--- src/rtl/odd_wb_pipe_pkg.sv ---
// Shared unit identifiers, default latencies and the stage-register record
// for the odd-pipe result staging pipeline.
package odd_wb_pipe_pkg;

    typedef enum logic [1:0] {
        UNIT_BR   = 2'd0,
        UNIT_PERM = 2'd1,
        UNIT_LS   = 2'd2
    } odd_unit_e;

    localparam int LAT_BR   = 1;
    localparam int LAT_PERM = 3;
    localparam int LAT_LS   = 6;

    localparam int DEF_DEPTH     = 7;
    localparam int DEF_NUM_UNITS = 3;
    localparam logic [DEF_NUM_UNITS*4-1:0] DEF_UNIT_LAT =
        {4'(LAT_LS), 4'(LAT_PERM), 4'(LAT_BR)};

    // Field widths of the stage record; the top checks its own parameters against these.
    localparam int ODD_ADDR_WD = 7;
    localparam int ODD_DATA_WD = 128;
    localparam int ODD_UW      = 2;

    typedef struct packed {
        logic                   vld;
        logic                   wr;
        logic [ODD_UW-1:0]      unit;
        logic [ODD_ADDR_WD-1:0] addr;
        logic                   rdy;
        logic [ODD_DATA_WD-1:0] data;
    } odd_stage_t;

    function automatic logic [3:0] lat_of(input logic [63:0] lat_vec, input int idx);
        return lat_vec[idx*4 +: 4];
    endfunction

endpackage

--- src/rtl/odd_wb_pipe_if.sv ---
// Issue/result/flush inputs and forward/writeback outputs of the odd-pipe
// staging pipeline, bundled for the pipeline and whoever drives it.
interface odd_wb_pipe_if
    import odd_wb_pipe_pkg::*;
#(
    parameter int DEPTH     = DEF_DEPTH,
    parameter int NUM_UNITS = DEF_NUM_UNITS,
    parameter int ADDR_WD   = ODD_ADDR_WD,
    parameter int DATA_WD   = ODD_DATA_WD,
    parameter int UW        = $clog2(NUM_UNITS)
);
    localparam int FW = $clog2(DEPTH + 1);

    logic                         iss_vld;
    logic [UW-1:0]                iss_unit;
    logic [ADDR_WD-1:0]           iss_addr;
    logic                         iss_wr;
    logic [NUM_UNITS-1:0]         res_vld;
    logic [NUM_UNITS*DATA_WD-1:0] res_data;
    logic                         flush_vld;
    logic [FW-1:0]                flush_stage;

    logic [DEPTH-1:0]             fwd_vld;
    logic [DEPTH*ADDR_WD-1:0]     fwd_addr;
    logic [DEPTH*DATA_WD-1:0]     fwd_data;
    logic                         wb_en;
    logic [ADDR_WD-1:0]           wb_addr;
    logic [DATA_WD-1:0]           wb_data;
    logic                         err;

    modport master (
        output iss_vld, iss_unit, iss_addr, iss_wr,
        output res_vld, res_data, flush_vld, flush_stage,
        input  fwd_vld, fwd_addr, fwd_data, wb_en, wb_addr, wb_data, err
    );

    modport slave (
        input  iss_vld, iss_unit, iss_addr, iss_wr,
        input  res_vld, res_data, flush_vld, flush_stage,
        output fwd_vld, fwd_addr, fwd_data, wb_en, wb_addr, wb_data, err
    );

endinterface

--- src/rtl/odd_wb_pipe_stage.sv ---
// One pipeline stage: registers the entry advancing from the previous stage,
// merging a unit result whose latency lands here and applying branch flush.
module odd_wb_stage
    import odd_wb_pipe_pkg::*;
#(
    parameter int                     STAGE     = 1,
    parameter int                     NUM_UNITS = DEF_NUM_UNITS,
    parameter logic [NUM_UNITS*4-1:0] UNIT_LAT  = DEF_UNIT_LAT,
    parameter int                     FW        = 3
) (
    input  logic                             clk,
    input  logic                             rst_n,
    input  odd_stage_t                       prev,
    input  logic [NUM_UNITS-1:0]             res_vld,
    input  logic [NUM_UNITS*ODD_DATA_WD-1:0] res_data,
    input  logic                             flush_vld,
    input  logic [FW-1:0]                    flush_f,
    output odd_stage_t                       cur,
    output logic                             drop_err
);

    odd_stage_t             nxt;
    logic                   hit;
    logic                   kill;
    logic [ODD_DATA_WD-1:0] hit_data;

    // A unit with latency L targets the entry sitting in stage L, which lands here as STAGE = L+1.
    always_comb begin
        hit      = 1'b0;
        hit_data = '0;
        drop_err = 1'b0;
        for (int i = 0; i < NUM_UNITS; i++) begin
            if (lat_of(64'(UNIT_LAT), i) == 4'(STAGE - 1) && res_vld[i]) begin
                if (prev.vld && prev.unit == ODD_UW'(i) && !prev.rdy) begin
                    hit      = 1'b1;
                    hit_data = res_data[i*ODD_DATA_WD +: ODD_DATA_WD];
                end else begin
                    drop_err = 1'b1;
                end
            end
        end

        kill = flush_vld && (FW'(STAGE - 1) < flush_f);

        nxt = prev;
        if (hit && !kill) begin
            nxt.rdy  = 1'b1;
            nxt.data = hit_data;
        end
        if (kill) begin
            nxt.vld = 1'b0;
        end
    end

    always_ff @(posedge clk or negedge rst_n) begin
        if (!rst_n) begin
            cur <= '0;
        end else begin
            cur <= nxt;
        end
    end

endmodule

--- src/rtl/odd_wb_pipe.sv ---
// Odd-pipe result staging pipeline: DEPTH chained stages with per-stage
// forwarding taps, register-file writeback from the last stage and sticky err.
module odd_wb_pipe
    import odd_wb_pipe_pkg::*;
#(
    parameter int                     DEPTH     = DEF_DEPTH,
    parameter int                     NUM_UNITS = DEF_NUM_UNITS,
    parameter logic [NUM_UNITS*4-1:0] UNIT_LAT  = DEF_UNIT_LAT,
    parameter int                     ADDR_WD   = ODD_ADDR_WD,
    parameter int                     DATA_WD   = ODD_DATA_WD,
    parameter int                     UW        = $clog2(NUM_UNITS)
) (
    input  logic         clk,
    input  logic         rst_n,
    odd_wb_pipe_if.slave bus
);

    localparam int FW = $clog2(DEPTH + 1);

    if (ADDR_WD != ODD_ADDR_WD || DATA_WD != ODD_DATA_WD || UW != ODD_UW ||
        DEPTH < 2 || DEPTH > 16) begin : g_param_check
        $error("odd_wb_pipe: widths must match odd_stage_t and DEPTH must be 2..16");
    end

    odd_stage_t    iss_entry;
    odd_stage_t    stages [1:DEPTH];
    logic [DEPTH:1] drop_err;
    logic [FW-1:0] flush_f;
    odd_stage_t    last;
    logic          wb_miss;
    logic          err_q;

    always_comb begin
        iss_entry      = '0;
        iss_entry.vld  = bus.iss_vld;
        iss_entry.wr   = bus.iss_wr;
        iss_entry.unit = ODD_UW'(bus.iss_unit);
        iss_entry.addr = ODD_ADDR_WD'(bus.iss_addr);
    end

    // Flush stages beyond DEPTH behave as DEPTH; compare one bit wider to keep the clamp honest.
    always_comb begin
        flush_f = bus.flush_stage;
        if ({1'b0, bus.flush_stage} > (FW + 1)'(DEPTH)) begin
            flush_f = FW'(DEPTH);
        end
    end

    for (genvar s = 1; s <= DEPTH; s++) begin : g_stage
        odd_stage_t prev;

        if (s == 1) begin : g_first
            assign prev = iss_entry;
        end else begin : g_chain
            assign prev = stages[s-1];
        end

        odd_wb_stage #(
            .STAGE     (s),
            .NUM_UNITS (NUM_UNITS),
            .UNIT_LAT  (UNIT_LAT),
            .FW        (FW)
        ) u_stage (
            .clk       (clk),
            .rst_n     (rst_n),
            .prev      (prev),
            .res_vld   (bus.res_vld),
            .res_data  (bus.res_data),
            .flush_vld (bus.flush_vld),
            .flush_f   (flush_f),
            .cur       (stages[s]),
            .drop_err  (drop_err[s])
        );

        assign bus.fwd_vld[s-1]                       = stages[s].vld & stages[s].wr & stages[s].rdy;
        assign bus.fwd_addr[(s-1)*ADDR_WD +: ADDR_WD] = ADDR_WD'(stages[s].addr);
        assign bus.fwd_data[(s-1)*DATA_WD +: DATA_WD] = DATA_WD'(stages[s].data);
    end

    assign last        = stages[DEPTH];
    assign wb_miss     = last.vld & last.wr & ~last.rdy;
    assign bus.wb_en   = last.vld & last.wr & last.rdy;
    assign bus.wb_addr = ADDR_WD'(last.addr);
    assign bus.wb_data = DATA_WD'(last.data);

    // A writeback that never received its result flags err in that same cycle and stays latched.
    always_ff @(posedge clk or negedge rst_n) begin
        if (!rst_n) begin
            err_q <= 1'b0;
        end else if ((|drop_err) || wb_miss) begin
            err_q <= 1'b1;
        end
    end

    assign bus.err = err_q | wb_miss;

endmodule

--- src/flat_wrapper.sv ---
// flat-port wrapper written by rule: the top's interface ports become plain ports
module odd_wb_pipe_flat import odd_wb_pipe_pkg::*;
#(
    parameter int                     DEPTH     = DEF_DEPTH,
    parameter int                     NUM_UNITS = DEF_NUM_UNITS,
    parameter logic [NUM_UNITS*4-1:0] UNIT_LAT  = DEF_UNIT_LAT,
    parameter int                     ADDR_WD   = ODD_ADDR_WD,
    parameter int                     DATA_WD   = ODD_DATA_WD,
    parameter int                     UW        = $clog2(NUM_UNITS)
)
  (clk, rst_n, bus_iss_vld, bus_iss_unit, bus_iss_addr, bus_iss_wr, bus_res_vld, bus_res_data, bus_flush_vld, bus_flush_stage, bus_fwd_vld, bus_fwd_addr, bus_fwd_data, bus_wb_en, bus_wb_addr, bus_wb_data, bus_err);
  odd_wb_pipe_if #(.DEPTH(DEPTH), .NUM_UNITS(NUM_UNITS), .ADDR_WD(ADDR_WD), .DATA_WD(DATA_WD), .UW(UW)) bus_i ();
  input  logic clk;
  input  logic rst_n;
  input wire logic [$bits(bus_i.iss_vld)-1:0] bus_iss_vld;
  input wire logic [$bits(bus_i.iss_unit)-1:0] bus_iss_unit;
  input wire logic [$bits(bus_i.iss_addr)-1:0] bus_iss_addr;
  input wire logic [$bits(bus_i.iss_wr)-1:0] bus_iss_wr;
  input wire logic [$bits(bus_i.res_vld)-1:0] bus_res_vld;
  input wire logic [$bits(bus_i.res_data)-1:0] bus_res_data;
  input wire logic [$bits(bus_i.flush_vld)-1:0] bus_flush_vld;
  input wire logic [$bits(bus_i.flush_stage)-1:0] bus_flush_stage;
  output wire logic [$bits(bus_i.fwd_vld)-1:0] bus_fwd_vld;
  output wire logic [$bits(bus_i.fwd_addr)-1:0] bus_fwd_addr;
  output wire logic [$bits(bus_i.fwd_data)-1:0] bus_fwd_data;
  output wire logic [$bits(bus_i.wb_en)-1:0] bus_wb_en;
  output wire logic [$bits(bus_i.wb_addr)-1:0] bus_wb_addr;
  output wire logic [$bits(bus_i.wb_data)-1:0] bus_wb_data;
  output wire logic [$bits(bus_i.err)-1:0] bus_err;
  assign bus_i.iss_vld = bus_iss_vld;
  assign bus_i.iss_unit = bus_iss_unit;
  assign bus_i.iss_addr = bus_iss_addr;
  assign bus_i.iss_wr = bus_iss_wr;
  assign bus_i.res_vld = bus_res_vld;
  assign bus_i.res_data = bus_res_data;
  assign bus_i.flush_vld = bus_flush_vld;
  assign bus_i.flush_stage = bus_flush_stage;
  assign bus_fwd_vld = bus_i.fwd_vld;
  assign bus_fwd_addr = bus_i.fwd_addr;
  assign bus_fwd_data = bus_i.fwd_data;
  assign bus_wb_en = bus_i.wb_en;
  assign bus_wb_addr = bus_i.wb_addr;
  assign bus_wb_data = bus_i.wb_data;
  assign bus_err = bus_i.err;
  odd_wb_pipe #(.DEPTH(DEPTH), .NUM_UNITS(NUM_UNITS), .UNIT_LAT(UNIT_LAT), .ADDR_WD(ADDR_WD), .DATA_WD(DATA_WD), .UW(UW)) u_core (.clk(clk), .rst_n(rst_n), .bus(bus_i));
endmodule
--- config.mk ---
export PLATFORM = sky130hd
export DESIGN_NAME = odd_wb_pipe_flat
export DESIGN_NICKNAME = d
export VERILOG_FILES = /design/src/rtl/odd_wb_pipe_pkg.sv /design/src/rtl/odd_wb_pipe_if.sv /design/src/rtl/odd_wb_pipe_stage.sv /design/src/rtl/odd_wb_pipe.sv /design/src/flat_wrapper.sv
export SDC_FILE = /design/constraint.sdc
export NUM_CORES = 1
export LEC_CHECK = 0
export ABC_AREA = 1
export BUFFER_PORTS_ARGS = -buffer_cell sky130_fd_sc_hd__clkbuf_2
export CAP_MARGIN = 5
export CORE_AREA = 2 2 585 587
export CTS_CLUSTER_SIZE = 20
export DETAILED_ROUTE_END_ITERATION = 10
export DIE_AREA = 0 0 587 589
export PLACE_DENSITY = 0.31
export SETUP_SLACK_MARGIN = 0.5
export SYNTH_ARGS = -nofsm -noshare
export SYNTH_HDL_FRONTEND = slang
export SYNTH_SLANG_ARGS = --single-unit
--- constraint.sdc ---
create_clock -name clk -period 2.63 [get_ports clk]
set_input_delay 0.1315 -clock clk [delete_from_list [all_inputs] [get_ports clk]]
set_output_delay 0.1315 -clock clk [all_outputs]
set_load 0.05 [all_outputs]
======== Word-level counts from Yosys, hierarchy flattened ========
Index checks and enable logic that the tools add are counted.
operators by class
  magnitude comparators ................... 7
  eq/ne operators ......................... 2
  multiplexer cells ....................... 28
  bitwise gates (word level) .............. 15
  reduce and logical (&&, ||, !) cells .... 23
operators by type and width
  cell                                                       count
  2-to-1 mux 128 bit                                         6
  2-to-1 mux 129 bit                                         3
  2-to-1 mux 1 bit                                           19
  logical AND 1 bit                                          15
  bitwise AND 1 bit                                          13
  less-than comparator 3 bit, first input constant           3
  less-than comparator 1 x 3 -> 1 bit, first input constant  2
  less-than comparator 2 x 3 -> 1 bit, first input constant  2
  zero test 1 bit                                            5
  OR reduction 3 bit                                         1
  equality test 2 x 1 -> 1 bit, second input constant        1
  equality test 2 bit, second input constant                 1
  zero test 2 bit                                            1
  logical OR 1 bit                                           1
  inverter 1 bit                                             1
  OR 1 bit                                                   1
storage, ports and cells
  register bits after elaboration ......... 850
  input bits .............................. 404
  output and inout port bits .............. 1089
  logic and storage cells ................. 115

======== Depth between registers and ports, before layout ========
  depth in word-level cells ............... 7
  gate-level depth with buffers ........... 9

======== Modules after synthesis ========
Synthesis repeated with hierarchy kept, for this count alone.
second synthesis, totals
  cells, all modules ...................... 2498
  area, all modules ....................... 32108.3 um2
modules (own cells, without submodules)
  module                                        instances  cells each  area each (um2)  seq. area each (um2)
  odd_wb_stage (u_core.g_stage[1].u_stage ...)  2          147         3538.4           3503.4
  odd_wb_stage (u_core.g_stage[2].u_stage)      1          592         5748.0           3503.4
  odd_wb_stage (u_core.g_stage[7].u_stage)      1          585         5662.9           3503.4
  odd_wb_stage (u_core.g_stage[4].u_stage)      1          577         5420.2           3503.4
  odd_wb_stage (u_core.g_stage[5].u_stage)      1          147         3533.4           3503.4
  odd_wb_stage (u_core.g_stage[6].u_stage)      1          145         3527.1           3503.4
  odd_wb_pipe                                   1          158         1139.8           25.0

======== Worst setup path before layout ========
No wires, ideal clock.
  kind .................................... register to output
  start ................................... register u_core.g_stage[7].u_stage.cur[128] (netlist name)
  end ..................................... output bus_fwd_vld[6]
  data arrival time ....................... 1380 ps
  setup slack ............................. 1119 ps
  stages on the path, launching flop included .. 4
  cells stage by stage .................... dfrtp_1 -> inv_1 -> nor2_1 -> buf_4
on the way
  longest elaborated chain between the ends .. 1
RTL lines
  item                      RTL line                 RTL
  start: declaration        odd_wb_pipe_stage.sv:18  output odd_stage_t cur,
  start signal: assignment  odd_wb_pipe_stage.sv:59  cur <= nxt;
  bitwise AND 1 bit         --
  end: declaration          flat_wrapper.sv:23       output wire logic [$bits(bus_i.fwd_vld)-1:0] bus_fwd_vld;
Every way passes these cells.

==> metrics.cfg <==
[detailed_routing]
avgViaCountPerCell = 2.812
drt-wirelength-per-cell_um = 25.15
detailedRoute.firstIterationViolations = 1446
totalWireLength_um = 222800
firstDrtPassIters = 5
final_antenna_net_count = 0
drc = 0
route.vias.total = 24920

[run]
cap_violations = 0

[global_routing]
via_count_of_the_first_global_routing_pass = 26120
antenna_found_initial = 139
total_global_routing_track_utilization_pct = 12.13
gr-total-overflow = 0
wire_length_of_the_first_global_routing_pass_um = 276000
pin_count_of_the_biggest_net_entering_global_routing = 75

[critical_path]
worst-setup-path-type = register to register
worst-endpoint-required_ns = 3.38
crit_path_max_incr_delay_ns = 0.36
cp_data_arrival_time_ns = 2.83
cp-end-kind = register
critPathLaunchType = register
crit_path_max_fanout = 30
timing.critical_path.cells = inv_1 > nand2_2 > nor2_4 > buf_4 > buf_8 > nand3_1 > nand2_1
critPathSlowestCell = dfrtp_1

[cts]
numCtsBuffers = 110
cts-htree-levels = 3
worst_setup_hold_path_clk_slew_ns = 0.06
tritoncts = built
worstSkewPairLatency_ns = 0.82
cts_root_buffer = clkbuf_16
max-clock-path-buffers = 4
numClockSinks = 850

[cells_and_area]
postLayoutCellArea_mm2 = 0.04940
finish.net_count = 4589
final.fill_count = 38540
mostFrequentLayoutCells = 1352 x clkbuf_2, 837 x dfrtp_1, 556 x dlygate4sd3_1, 530 x nand2_1, 255 x nand3_1
fraction_of_layout_cells_with_a_size_suffix_above_1_pct = 38.66
most_common_library_cell_in_the_layout_ignoring_fill_and_taps = clkbuf_2
layout.core_utilization_pct = 14.57
synthToLayoutAreaGrowth_pct = 42.41
stdcell_count = 8859

[sta]
final_period_minus_worst_setup_slack_ns = 2.075
timing.final.max_slew_violations = 0
finalSetupViolCount = 0
maxClockFrequency_ghz = 0.4819
postLayoutSetupSlackWorst_ns = 0.5547
tightestPinTransition_ns = 0.7583
maxSlewHeadroom_pct = 49.44
final_min_period_over_clock_period_pct = 78.91
unrepaired_setup_endpoints_after_global_routing = no
finalSetupTns_ns = 0
timing.clock.skew_ns = 0.03639
hold_violations = 0

[logic_synthesis]
yosys_warnings = 0
synthesized_flop_and_latch_total = 850
netlist_area_before_placement_mm2 = 0.03469
ys_seq_area_share_pct = 61.32
syn_avg_cell_area_um2 = 11.07
synth_cell_type_count = 23
netlist_instances = 3133

[placed_design]
buffer_ports.inserted = 1363
dpl_worst_slack_ns = 0.6221
total_cell_area_at_the_placement_stage_mm2 = 0.03977
place.detailed.instances = 8036
hpwlAfterDp_um = 181500
gp_routability_congestion = 0.9013

[die]
initial_core_util_pct = 10.23
die_area_mm2 = 0.3457
dieWidth_um = 587
boundaryPins = 1493
rows = 214
coreArea_mm2 = 0.3390
die_height_um = 589

[hold_path]
min_path_type = input port to register

[power_and_ir_drop]
pwr_per_cell_area_mw_per_mm2 = 654.7
ir_worst_vdd_mv = 0.4594
leakage_nw = 25.76

[status]
outcome = finished, final reports clean

==> worst paths after layout <==
check / from / endpoint / slack (ns) / cells after the start
worst max-delay path: u_core.g_stage[6].u_stage.cur[128] / u_core.g_stage[7].u_stage.cur[119] / 0.55 / 7
worst min-delay path: bus_res_data[127] / u_core.g_stage[2].u_stage.cur[127] / 0.08 / 4
worst max register to register: u_core.g_stage[6].u_stage.cur[128] / u_core.g_stage[7].u_stage.cur[119] / 0.55 / 7
worst min register to register: u_core.g_stage[4].u_stage.cur[136] / u_core.g_stage[5].u_stage.cur[136] / 0.35 / 0
max in group asynchronous: rst_n / u_core.g_stage[5].u_stage.cur[12] / 1.14 / 4
min in group asynchronous: rst_n / u_core.g_stage[5].u_stage.cur[134] / 0.61 / 4
==> per-stage QoR <==
step	power (mW)	hold slack (ns)
after floorplan	15.41	-0.1641
after global placement	16.33	0.1097
after detailed placement	16.33	0.1109
after CTS	33.05	0.001753
after global routing	33.72	0.05140
final	32.34	0.07690
==> repair_timing <==
action                                  in CTS  in global routing
pin swaps                                    0                  5
endpoints found under the hold margin     1253                  0
gates resized for setup                     23                 13
buffers inserted                             0                 10
cloned                                       0                  6
endpoints found under the setup margin      26                 36
hold buffers                               558                  0
==> flip-flops by register name (all words and copies together), names as in the netlist <==
register                    flops
u_core.err_q                    1
u_core.g_stage.u_stage.cur    849
==> cell type report <==
type	count	area, um2	share of cell area (%)
clock buffers	156	3167	6.410
multi-input cells	1073	4608	9.328
flip-flops and latches	850	21290	43.09
inverters	144	548.0	1.109
repair buffers	2006	13540	27.41
diodes	55	137.6	0.2786
clock inverters	39	436.7	0.8839
well taps	4536	5675	11.49
==> routing by layer <==
metal  routed length, um  track usage [%]  vias up  share of wire (%)
li1                    -                -    10700                  -
met1              100200            16.17    12590                 45
met2               98180            18.55     1270                 44
met3               17890            4.042      275                8.0
met4                5949            3.370       82                2.7
met5                 534                0        -               0.24
==> logic make-up after synthesis <==
kind of cell | Yosys count | synth area share [%]
flops | 850 | 61.32
compound gates | 7 | 0.1154
buf+inv | 1338 | 26.97
other cells | 1 | 0.01081
simple gates | 937 | 11.59
==> report_power, final <==
group | total, mW | leakage, nW | switching, mW | internal, mW
Clock | 15.5 | 1.76 | 6.51 | 8.97
Sequential | 13.5 | 11.7 | 0.190 | 13.3
Combinational | 3.41 | 12.3 | 2.38 | 1.02
Total | 32.3 | 25.8 | 9.08 | 23.3
==> critical path: cells and delay by family (launching register included) <==
kind,cells,cell delay (ns)
flops,1,0.36
buf+inv,3,0.71
simple gates,4,0.86
==> synthesized netlist by cell type <==
cell,instances,area [um2]
a211oi_1,1,7.510
a21oi_1,3,15.01
and2_1,1,6.260
and3_1,1,6.260
buf_1,3,11.26
buf_2,55,275.3
buf_4,1112,8348
buf_6,12,135.1
clkbuf_1,12,45.04
conb_1,1,3.750
dfrtp_1,850,21270
inv_1,143,536.8
inv_2,1,3.750
nand2_1,534,2004
nand2_2,1,6.260
nand3_1,256,1281
nand3_2,1,10.01
nor2_1,12,45.04
nor2_2,2,12.51
nor3_1,128,640.6
o21ai_0,2,10.01
o21bai_1,1,7.510
or2_2,1,6.260
Power figures use the tool's default switching activity.
